$ cat src/rtl/ddr_rd_burst_gen.sv
// Turns one DDR read job (queue id + byte count) into 4 KB-safe AXI4 INCR read bursts,
// tracking a wrapping read pointer per local queue and pulsing finish once all RLASTs return.
module ddr_rd_burst_gen #(
    parameter int C_M_AXI_ADDR_WIDTH = 32,
    parameter int C_M_AXI_DATA_WIDTH = 512,
    parameter int P_DDR_LOCAL_QUEUE  = 3,
    parameter int P_QUEUE_REGION_AW  = 19,
    parameter int P_MAX_OUTSTANDING  = 4
) (
    input  logic                          i_clk,
    input  logic                          i_rst,
    input  logic                          i_rd_flag,
    input  logic [P_DDR_LOCAL_QUEUE-1:0]  i_rd_queue,
    input  logic [C_M_AXI_ADDR_WIDTH-1:0] i_rd_byte,
    input  logic                          i_rd_byte_valid,
    output logic                          o_rd_byte_ready,
    output logic                          o_rd_queue_finish,
    output logic [C_M_AXI_ADDR_WIDTH-1:0] o_m_axi_araddr,
    output logic [7:0]                    o_m_axi_arlen,
    output logic [2:0]                    o_m_axi_arsize,
    output logic [1:0]                    o_m_axi_arburst,
    output logic                          o_m_axi_arvalid,
    input  logic                          i_m_axi_arready,
    input  logic                          i_m_axi_rvalid,
    input  logic                          i_m_axi_rlast,
    output logic                          o_m_axi_rready,
    output logic                          o_err
);

    localparam int AW = C_M_AXI_ADDR_WIDTH;
    localparam int RW = AW - 5;
    localparam int NQ = 1 << P_DDR_LOCAL_QUEUE;
    localparam int OW = $clog2(P_MAX_OUTSTANDING + 1);
    localparam logic [2:0] ARSIZE = 3'($clog2(C_M_AXI_DATA_WIDTH / 8));

    typedef enum logic [2:0] {IDLE, CALC, ISSUE, DRAIN, DONE} state_t;

    state_t                       state_q, state_d;
    logic [P_DDR_LOCAL_QUEUE-1:0] queue_q;
    logic [RW-1:0]                rem_q;
    logic [6:0]                   len_q;
    logic [AW-1:0]                araddr_q;
    logic [7:0]                   arlen_q;
    logic [OW-1:0]                out_q;
    logic [P_QUEUE_REGION_AW-1:0] ptr_q [NQ];
    logic                         finish_q;
    logic                         err_q;
    logic                         run_q;

    logic                         job_hs;
    logic                         ar_hs;
    logic                         r_last;
    logic [RW-1:0]                rem_after;
    logic [AW-1:0]                calc_addr;
    logic [6:0]                   calc_len;

    function automatic logic [RW-1:0] beats_ceil(input logic [AW-1:0] bytes);
        logic [AW:0] sum;
        sum = {1'b0, bytes} + (AW+1)'(63);
        return RW'(sum >> 6);
    endfunction

    // Burst never runs past the end of the current 4 KB page (64 beats of 64 B).
    function automatic logic [6:0] burst_len(input logic [RW-1:0] rem, input logic [5:0] beat_in_page);
        logic [6:0] room;
        room = 7'd64 - {1'b0, beat_in_page};
        return (rem < RW'(room)) ? rem[6:0] : room;
    endfunction

    assign job_hs    = o_rd_byte_ready & i_rd_byte_valid;
    assign ar_hs     = o_m_axi_arvalid & i_m_axi_arready;
    assign r_last    = i_m_axi_rvalid & o_m_axi_rready & i_m_axi_rlast;
    assign rem_after = rem_q - RW'(len_q);
    assign calc_addr = (AW'(queue_q) << P_QUEUE_REGION_AW) | AW'(ptr_q[queue_q]);
    assign calc_len  = burst_len(rem_q, calc_addr[11:6]);

    // Ready is held off during the finish pulse so a new job never overlaps it.
    assign o_rd_byte_ready   = run_q & (state_q == IDLE) & i_rd_flag & ~finish_q;
    assign o_m_axi_arvalid   = (state_q == ISSUE) & (out_q < OW'(P_MAX_OUTSTANDING));
    assign o_m_axi_araddr    = araddr_q;
    assign o_m_axi_arlen     = arlen_q;
    assign o_m_axi_arsize    = ARSIZE;
    assign o_m_axi_arburst   = 2'b01;
    assign o_m_axi_rready    = run_q;
    assign o_rd_queue_finish = finish_q;
    assign o_err             = err_q;

    always_ff @(posedge i_clk or negedge i_rst) begin
        if (!i_rst) begin
            state_q  <= IDLE;
            finish_q <= 1'b0;
            run_q    <= 1'b0;
        end else begin
            state_q  <= state_d;
            finish_q <= (state_q == DONE);
            run_q    <= 1'b1;
        end
    end

    always_comb begin
        state_d = state_q;
        case (state_q)
            IDLE:    if (job_hs) state_d = (beats_ceil(i_rd_byte) == '0) ? DONE : CALC;
            CALC:    state_d = ISSUE;
            ISSUE:   if (ar_hs) state_d = (rem_after != '0) ? CALC : DRAIN;
            DRAIN:   if (out_q == '0) state_d = DONE;
            DONE:    state_d = IDLE;
            default: state_d = IDLE;
        endcase
    end

    always_ff @(posedge i_clk or negedge i_rst) begin
        if (!i_rst) begin
            queue_q  <= '0;
            rem_q    <= '0;
            len_q    <= '0;
            araddr_q <= '0;
            arlen_q  <= '0;
            for (int i = 0; i < NQ; i++) ptr_q[i] <= '0;
        end else begin
            if (job_hs) begin
                queue_q <= i_rd_queue;
                rem_q   <= beats_ceil(i_rd_byte);
            end
            if (state_q == CALC) begin
                araddr_q <= calc_addr;
                arlen_q  <= 8'(calc_len - 7'd1);
                len_q    <= calc_len;
            end
            // Pointer wraps naturally at the region size through truncation.
            if (ar_hs) begin
                rem_q           <= rem_after;
                ptr_q[queue_q]  <= ptr_q[queue_q] + P_QUEUE_REGION_AW'({len_q, 6'd0});
            end
        end
    end

    always_ff @(posedge i_clk or negedge i_rst) begin
        if (!i_rst) begin
            out_q <= '0;
            err_q <= 1'b0;
        end else if (ar_hs && !r_last) begin
            out_q <= out_q + OW'(1);
        end else if (!ar_hs && r_last) begin
            if (out_q == '0) err_q <= 1'b1;
            else             out_q <= out_q - OW'(1);
        end
    end

endmodule

$ cat config.mk
export PLATFORM = sky130hd
export DESIGN_NAME = ddr_rd_burst_gen
export DESIGN_NICKNAME = d
export VERILOG_FILES = /design/src/rtl/ddr_rd_burst_gen.sv
export SDC_FILE = /design/constraint.sdc
export NUM_CORES = 1
export LEC_CHECK = 0
export BUFFER_PORTS_ARGS = -buffer_cell sky130_fd_sc_hd__buf_2
export CORE_AREA = 3 3 148 150
export CTS_CLUSTER_SIZE = 10
export DETAILED_ROUTE_END_ITERATION = 10
export DIE_AREA = 0 0 151 153
export PLACE_DENSITY = 0.84
export SETUP_SLACK_MARGIN = 0.02
export SYNTH_ARGS = -nofsm -noshare
export SYNTH_HDL_FRONTEND = slang
export SYNTH_SLANG_ARGS = --single-unit
$ cat constraint.sdc
create_clock -name i_clk -period 11.8 [get_ports i_clk]
set_input_delay 2.36 -clock i_clk [delete_from_list [all_inputs] [get_ports i_clk]]
set_output_delay 2.36 -clock i_clk [all_outputs]
set_load 0.02 [all_outputs]
Yosys cells after proc, flatten, opt, wreduce, memory -nomap -nowiden
Index checks and enable logic that the tools add are counted.
Widths: inputs -> output; s select.
{"block": "op_classes", "n_addsub": 7, "mul": 0, "n_div": 0, "order_cmp": 4, "eq_ne": 8, "n_shift": 0, "mux": 18, "bitwise_logic": 12, "n_reduce_logical": 14}
{"op": "$bwmux 152", "n": 1}
{"op": "$bmux 19 s3", "n": 1}
{"op": "$demux 19 s3", "n": 1}
{"op": "$mux 19", "n": 3}
{"op": "$mux 27", "n": 2}
{"op": "$add 32x6->33 const B", "n": 1}
{"op": "$logic_not 27->1", "n": 1}
{"op": "$lt 27x7->1", "n": 1}
{"op": "$reduce_bool 27->1", "n": 1}
{"op": "$sub 27x7->27", "n": 1}
{"op": "$or 22x19->22", "n": 1}
{"op": "$mux 3", "n": 7}
{"op": "$add 19x13->19", "n": 1}
{"op": "$pmux 3 s4", "n": 1}
{"op": "$and 1x1->1", "n": 8}
{"op": "$sub 7x1->8 const B", "n": 1}
{"op": "$mux 7", "n": 1}
{"op": "$sub 7x6->7 const A", "n": 1}
{"op": "$eq 3x2->1 const B", "n": 2}
{"op": "$logic_not 3->1", "n": 2}
{"op": "$ne 2x2->1 const B", "n": 3}
{"op": "$reduce_and 3->1", "n": 2}
{"op": "$ge 4x4->1 const B", "n": 1}
{"op": "$lt 4x1->1 const B", "n": 1}
{"op": "other kinds (13)", "n": 18}
{"block": "totals", "ff_bits": 238, "latch_bits": 0, "ramBits": 0, "romBits": 0, "input_bits": 42, "output_inout_bits": 50, "elab_cells": 81, "n_memories": 0}

Logic depth before layout (Yosys ltp)
{"block": "depth", "ltp_word": 9, "ltp_mapped": 21, "depth_no_buf": 19}

Worst setup path before layout
Ideal clock, no wire load.
{"block": "synth_timing", "path_kind": "input -> output", "startpoint": "input port i_rd_flag", "endpoint": "output port o_rd_byte_ready", "arrival_ps": 2667, "setup_slack_ps": 6773, "cell_stages": 1, "n_path_buf": 0, "cell_sequence": "and4_1"}
{"block": "synth_between", "elab_chain_len": 2}
{"item": "start: declaration", "line_no": "12", "source": "input logic i_rd_flag,"}
{"item": "$and 1x1->1 (2 in a row)", "line_no": "78", "source": "assign o_rd_byte_ready = run_q & (state_q == IDLE) & i_rd_flag & ~finish_q;"}
{"item": "end: declaration", "line_no": "16", "source": "output logic o_rd_byte_ready,"}
No other way between the ends.

Final worst setup path
{"block": "layout_timing", "startpoint": "register queue_q[2]", "endpoint": "register arlen_q[6], in the netlist o_m_axi_arlen[6]"}
{"block": "layout_between", "elab_chain_len": 9}
{"item": "start: declaration", "line_no": "39", "source": "logic [P_DDR_LOCAL_QUEUE-1:0] queue_q;"}
{"item": "start signal: assignment", "line_no": "122", "source": "queue_q <= i_rd_queue;"}
{"item": "$not 3->4 (implied by the code) (*)", "line_no": "74", "source": "assign calc_addr = (AW'(queue_q) << P_QUEUE_REGION_AW) | AW'(ptr_q[queue_q]);"}
{"item": "$bmux 19 s3 (*)", "line_no": "74"}
{"item": "$mux 19 (implied by the code) (*) (2 in a row)", "line_no": "74"}
{"item": "$or 22x19->22 (*)", "line_no": "74"}
{"item": "$sub 7x6->7 (*)", "line_no": "66", "source": "room = 7'd64 - {1'b0, beat_in_page};"}
{"item": "$lt 27x7->1", "line_no": "67", "source": "return (rem < RW'(room)) ? rem[6:0] : room;"}
{"item": "$mux 7 (*)", "line_no": "67"}
{"item": "$sub 7x1->8 (*)", "line_no": "127", "source": "arlen_q <= 8'(calc_len - 7'd1);"}
{"item": "end signal: assignment", "line_no": "127"}
{"item": "end: declaration", "line_no": "43", "source": "logic [7:0] arlen_q;"}
Every way passes the cells marked *; elsewhere a longest branch is shown, timed or not. The select of a mux whose other input is x is not followed.
A chain may end at the register's enable or synchronous reset.

==> results_dict.tcl <==
set metrics [dict create \
    grt_first_pass_wirelength_mm 44.9 \
    postLayoutCoreUtil_pct 61.9 \
    final-setup-viol-count 0 \
    cts_setup_buffers 0 \
    clock_sinks 228 \
    place_hpwl_mm 18.2 \
    crit_path_end_kind "flop" \
    die_height_um 153 \
    p_seq_share_pct 32.3 \
    vias 8578 \
    cts-root-buf "sky130_fd_sc_hd__clkbuf_16" \
    antenna_violating_nets_post_route 0 \
    wl_met3_mm 1.56 \
    cts_buffer_depth 3 \
    syn_area_um2 11800 \
    grt_util_all_layers_pct 24.0 \
    synth_common_cells "228 x sky130_fd_sc_hd__dfrtp_1, 136 x sky130_fd_sc_hd__nand2_1, 88 x sky130_fd_sc_hd__mux2_2" \
    run_status "completed" \
    max_clock_freq_mhz 182 \
    criticalPathCategory "flop to flop" \
    finalSetupTns_ns 0 \
    post_cts_resized 0 \
    core_area_um2 20800 \
    power-per-cell-area_nw_per_um2 287 \
    synth_top_area_cell "sky130_fd_sc_hd__dfrtp_1" \
    post_drt_via_cell_ratio 6.01 \
    initial_utilization_pct 56.7 \
    synth.avg_cell_area_um2 10.5 \
    first_global_vias 8546 \
    dpl_worst_slack_ns 6.38 \
    io_buffer_count 76 \
    std_cell_rows 53 \
    final_layout_size_suffix_gt1_share_pct 21.3 \
    dp_area_um2 12200 \
    top_layer "met4" \
    worst_ir_drop_vdd_mv 0.150 \
    power.leakage_nw 6.01 \
    route.met2.wl_mm 13.4 \
    worst_slew_margin_rel_pct 24.8 \
    overflow 0 \
    hold_class "flop to flop" \
    synth_sequential_area_ratio_pct 48.3 \
    period_share_pct 46.6 \
    initial_antenna_violation_count 0 \
    timing.max_cap.violations 0 \
    share_comb_of_total_power_pct 48.2 \
    finClkSkew_ns 0.0138 \
    drt-met1-wl_mm 11.9 \
    post-route-cell-area_um2 12900 \
    fin_ws_ns 6.30 \
    synth_ff_type "sky130_fd_sc_hd__dfrtp_1" \
    avgRoutedWirePerCell_um 19.3 \
    yosys.area.top_type_share_pct 48.3 \
    power_switching_mw 1.60 \
    detail_route.iter0.violations 592 \
    critPathLaunchType "flop" \
    netlist_instances 1129 \
    netSwitchingFraction_pct 43.2 \
    cts_hold_repair.buffers 0 \
    synth_warnings 0 \
    synth.ff_latch_count 228 \
    timing_worst_slew_pin_value_ns 1.12 \
    arrival_time_worst_endpoint_ns 5.91 \
    first_pass_iters 6 \
    asyncSetResetFlopFracSynth_pct 100 \
    setup_repair_after_global_routing_missed_its_margin "false" \
    detail_route.drc_violations 0 \
    cts_buffers 27 \
    yosysUniqueCellTypes 82 \
    area_growth_pct 9.14 \
    finalWorstPathRequiredPeriod_ns 5.50 \
    finalNetCount 1214 \
    netlist_top_cells_area "sky130_fd_sc_hd__dfrtp_1 48%, sky130_fd_sc_hd__mux2_2 8.4%, sky130_fd_sc_hd__nand2_1 4.3%" \
    final_max_slew_violation_count 0 \
    synth_enable_flop_cells 0 \
    wirelength_mm 27.6 \
    p_total_mw 3.70 \
    crit_path_max_fanout 34 \
    synth.most_common_cell "sky130_fd_sc_hd__dfrtp_1" \
    pwr-share-clk_pct 19.5 \
    required_time_reported_for_the_critical_path_endpoint_ns 12.20 \
    die_area_um2 23100 \
    die_width_um 151 \
    clk_pin_slew_worst_paths_ns 0.06 \
    gp_congestion 0.923 \
    grt_max_degree 85 \
    clock_tree_from_tritoncts "built" \
    antenna_cells_inserted 0 \
    hold_viol_final 0 \
    intPower_mw 2.10 \
    worstSkewPairLatency_ns 0.54 \
    io-pin-count 92 \
    ctsHtreeMaxLevel 1 \
]
## metal layers
metal  vias to the layer above  GRT usage, %
met4                         0          6.74
met1                      4273          33.3
li1                       3982             -
met2                       267          40.0
met3                        56          3.14
met5                         -             0
## worst max-delay path, stage by stage (launching register included)
cell,delay (ns)
sky130_fd_sc_hd__dfrtp_2,0.64
sky130_fd_sc_hd__buf_4,0.48
sky130_fd_sc_hd__mux2_1,0.37
sky130_fd_sc_hd__a221o_1,0.35
sky130_fd_sc_hd__a22oi_2,0.35
sky130_fd_sc_hd__nand2_1,0.13
sky130_fd_sc_hd__nor2_1,0.15
sky130_fd_sc_hd__xnor2_1,0.20
sky130_fd_sc_hd__inv_1,0.09
sky130_fd_sc_hd__ha_1,0.19
sky130_fd_sc_hd__a2111oi_1,0.42
sky130_fd_sc_hd__nand3_1,0.19
sky130_fd_sc_hd__a41o_1,0.36
sky130_fd_sc_hd__nor2_8,0.22
sky130_fd_sc_hd__mux2i_1,0.30
sky130_fd_sc_hd__ha_1,0.27
sky130_fd_sc_hd__nand2_1,0.06
sky130_fd_sc_hd__mux2i_1,0.26
sky130_fd_sc_hd__a311o_1,0.23
sky130_fd_sc_hd__o211ai_2,0.09
## logic make-up after synthesis
logic type	share of synthesized area (%)
buffers and inverters	5.64
AO/OA/AOI/OAI	12.6
AND/OR/NAND/NOR	12.7
XOR/XNOR	3.93
other	0.0636
adder cells (fa/ha/maj)	2.94
multiplexers	13.8
flip-flops	48.3
## cell type report
cell class / instances / area [um^2]
inverter: 44 / 165
fill: 1585 / 7930
tap: 275 / 344
clock inverter: 3 / 32.5
sequential: 228 / 5710
multi-input combinational: 762 / 5500
timing repair buffer: 83 / 443
clock buffer: 32 / 704
## cell usage in the layout (no fill, tap or decap), types with 4 or more instances in the layout
master,instances
sky130_fd_sc_hd__dfrtp_1,226
sky130_fd_sc_hd__inv_1,40
sky130_fd_sc_hd__nand2_1,135
sky130_fd_sc_hd__mux2_2,88
sky130_fd_sc_hd__ha_1,23
sky130_fd_sc_hd__buf_4,7
sky130_fd_sc_hd__o311ai_0,4
sky130_fd_sc_hd__o21ai_1,4
sky130_fd_sc_hd__xor2_1,26
sky130_fd_sc_hd__o22ai_1,4
sky130_fd_sc_hd__a21oi_1,35
sky130_fd_sc_hd__o21ai_0,81
sky130_fd_sc_hd__nor2b_1,6
sky130_fd_sc_hd__or2_2,5
sky130_fd_sc_hd__conb_1,16
sky130_fd_sc_hd__clkbuf_1,4
sky130_fd_sc_hd__a22o_1,5
sky130_fd_sc_hd__nand3_1,28
sky130_fd_sc_hd__o211ai_1,9
sky130_fd_sc_hd__o221ai_1,10
sky130_fd_sc_hd__a221oi_1,13
sky130_fd_sc_hd__nand4_1,7
sky130_fd_sc_hd__and3_1,5
sky130_fd_sc_hd__nor4_1,12
sky130_fd_sc_hd__or4_1,4
sky130_fd_sc_hd__mux4_2,13
sky130_fd_sc_hd__inv_2,4
sky130_fd_sc_hd__nand2b_1,8
sky130_fd_sc_hd__xnor2_1,27
sky130_fd_sc_hd__or3_1,7
sky130_fd_sc_hd__and2_1,5
sky130_fd_sc_hd__a22oi_1,7
sky130_fd_sc_hd__buf_2,75
sky130_fd_sc_hd__clkbuf_16,27
sky130_fd_sc_hd__nor3_1,22
sky130_fd_sc_hd__nor2_1,58
sky130_fd_sc_hd__mux2i_1,25
## power by group through the flow
stage	logic, mW	clock network [mW]	registers [mW]
finish	1.79	0.722	1.20
detailed placement	1.75	0	1.20
floorplan	1.31	0	1.18
global placement	1.70	0	1.19
global route	1.98	0.766	1.22
CTS	1.77	0.734	1.19
## state kept, by name (all words and copies together) (netlist names)
name	flops
out_q	3
len_q	7
rem_q	27
state_q	3
o_m_axi_arlen	8
o_m_axi_araddr	22
queue_q	3
o_err	1
o_rd_queue_finish	1
o_m_axi_rready	1
ptr_q	152
## through the flow
| step | hold WS [ns] | cells |
|---|---|---|
| 6_report | 0.373 | 1427 |
| 4_1_cts | 0.376 | 1427 |
| 3_5_place_dp | 0.364 | 1392 |
| 3_3_place_gp | 0.363 | 1392 |
| 2_1_floorplan | 0.424 | 1143 |
| 5_1_grt | 0.382 | 1427 |
## final timing paths
check / cells after the start / slack [ns] / end / startpoint
worst max-delay path: 19 / 6.30 / o_m_axi_arlen[6] / queue_q[2]
worst min-delay path: 0 / 0.37 / ptr_q[138] / ptr_q[138]
worst max register to register: 19 / 6.30 / o_m_axi_arlen[6] / queue_q[2]
worst min register to register: 0 / 0.37 / ptr_q[138] / ptr_q[138]
max in group asynchronous: 3 / 7.81 / state_q[2] / i_rst
min in group asynchronous: 1 / 1.81 / ptr_q[145] / i_rst
(Power assumes the default switching activity.)
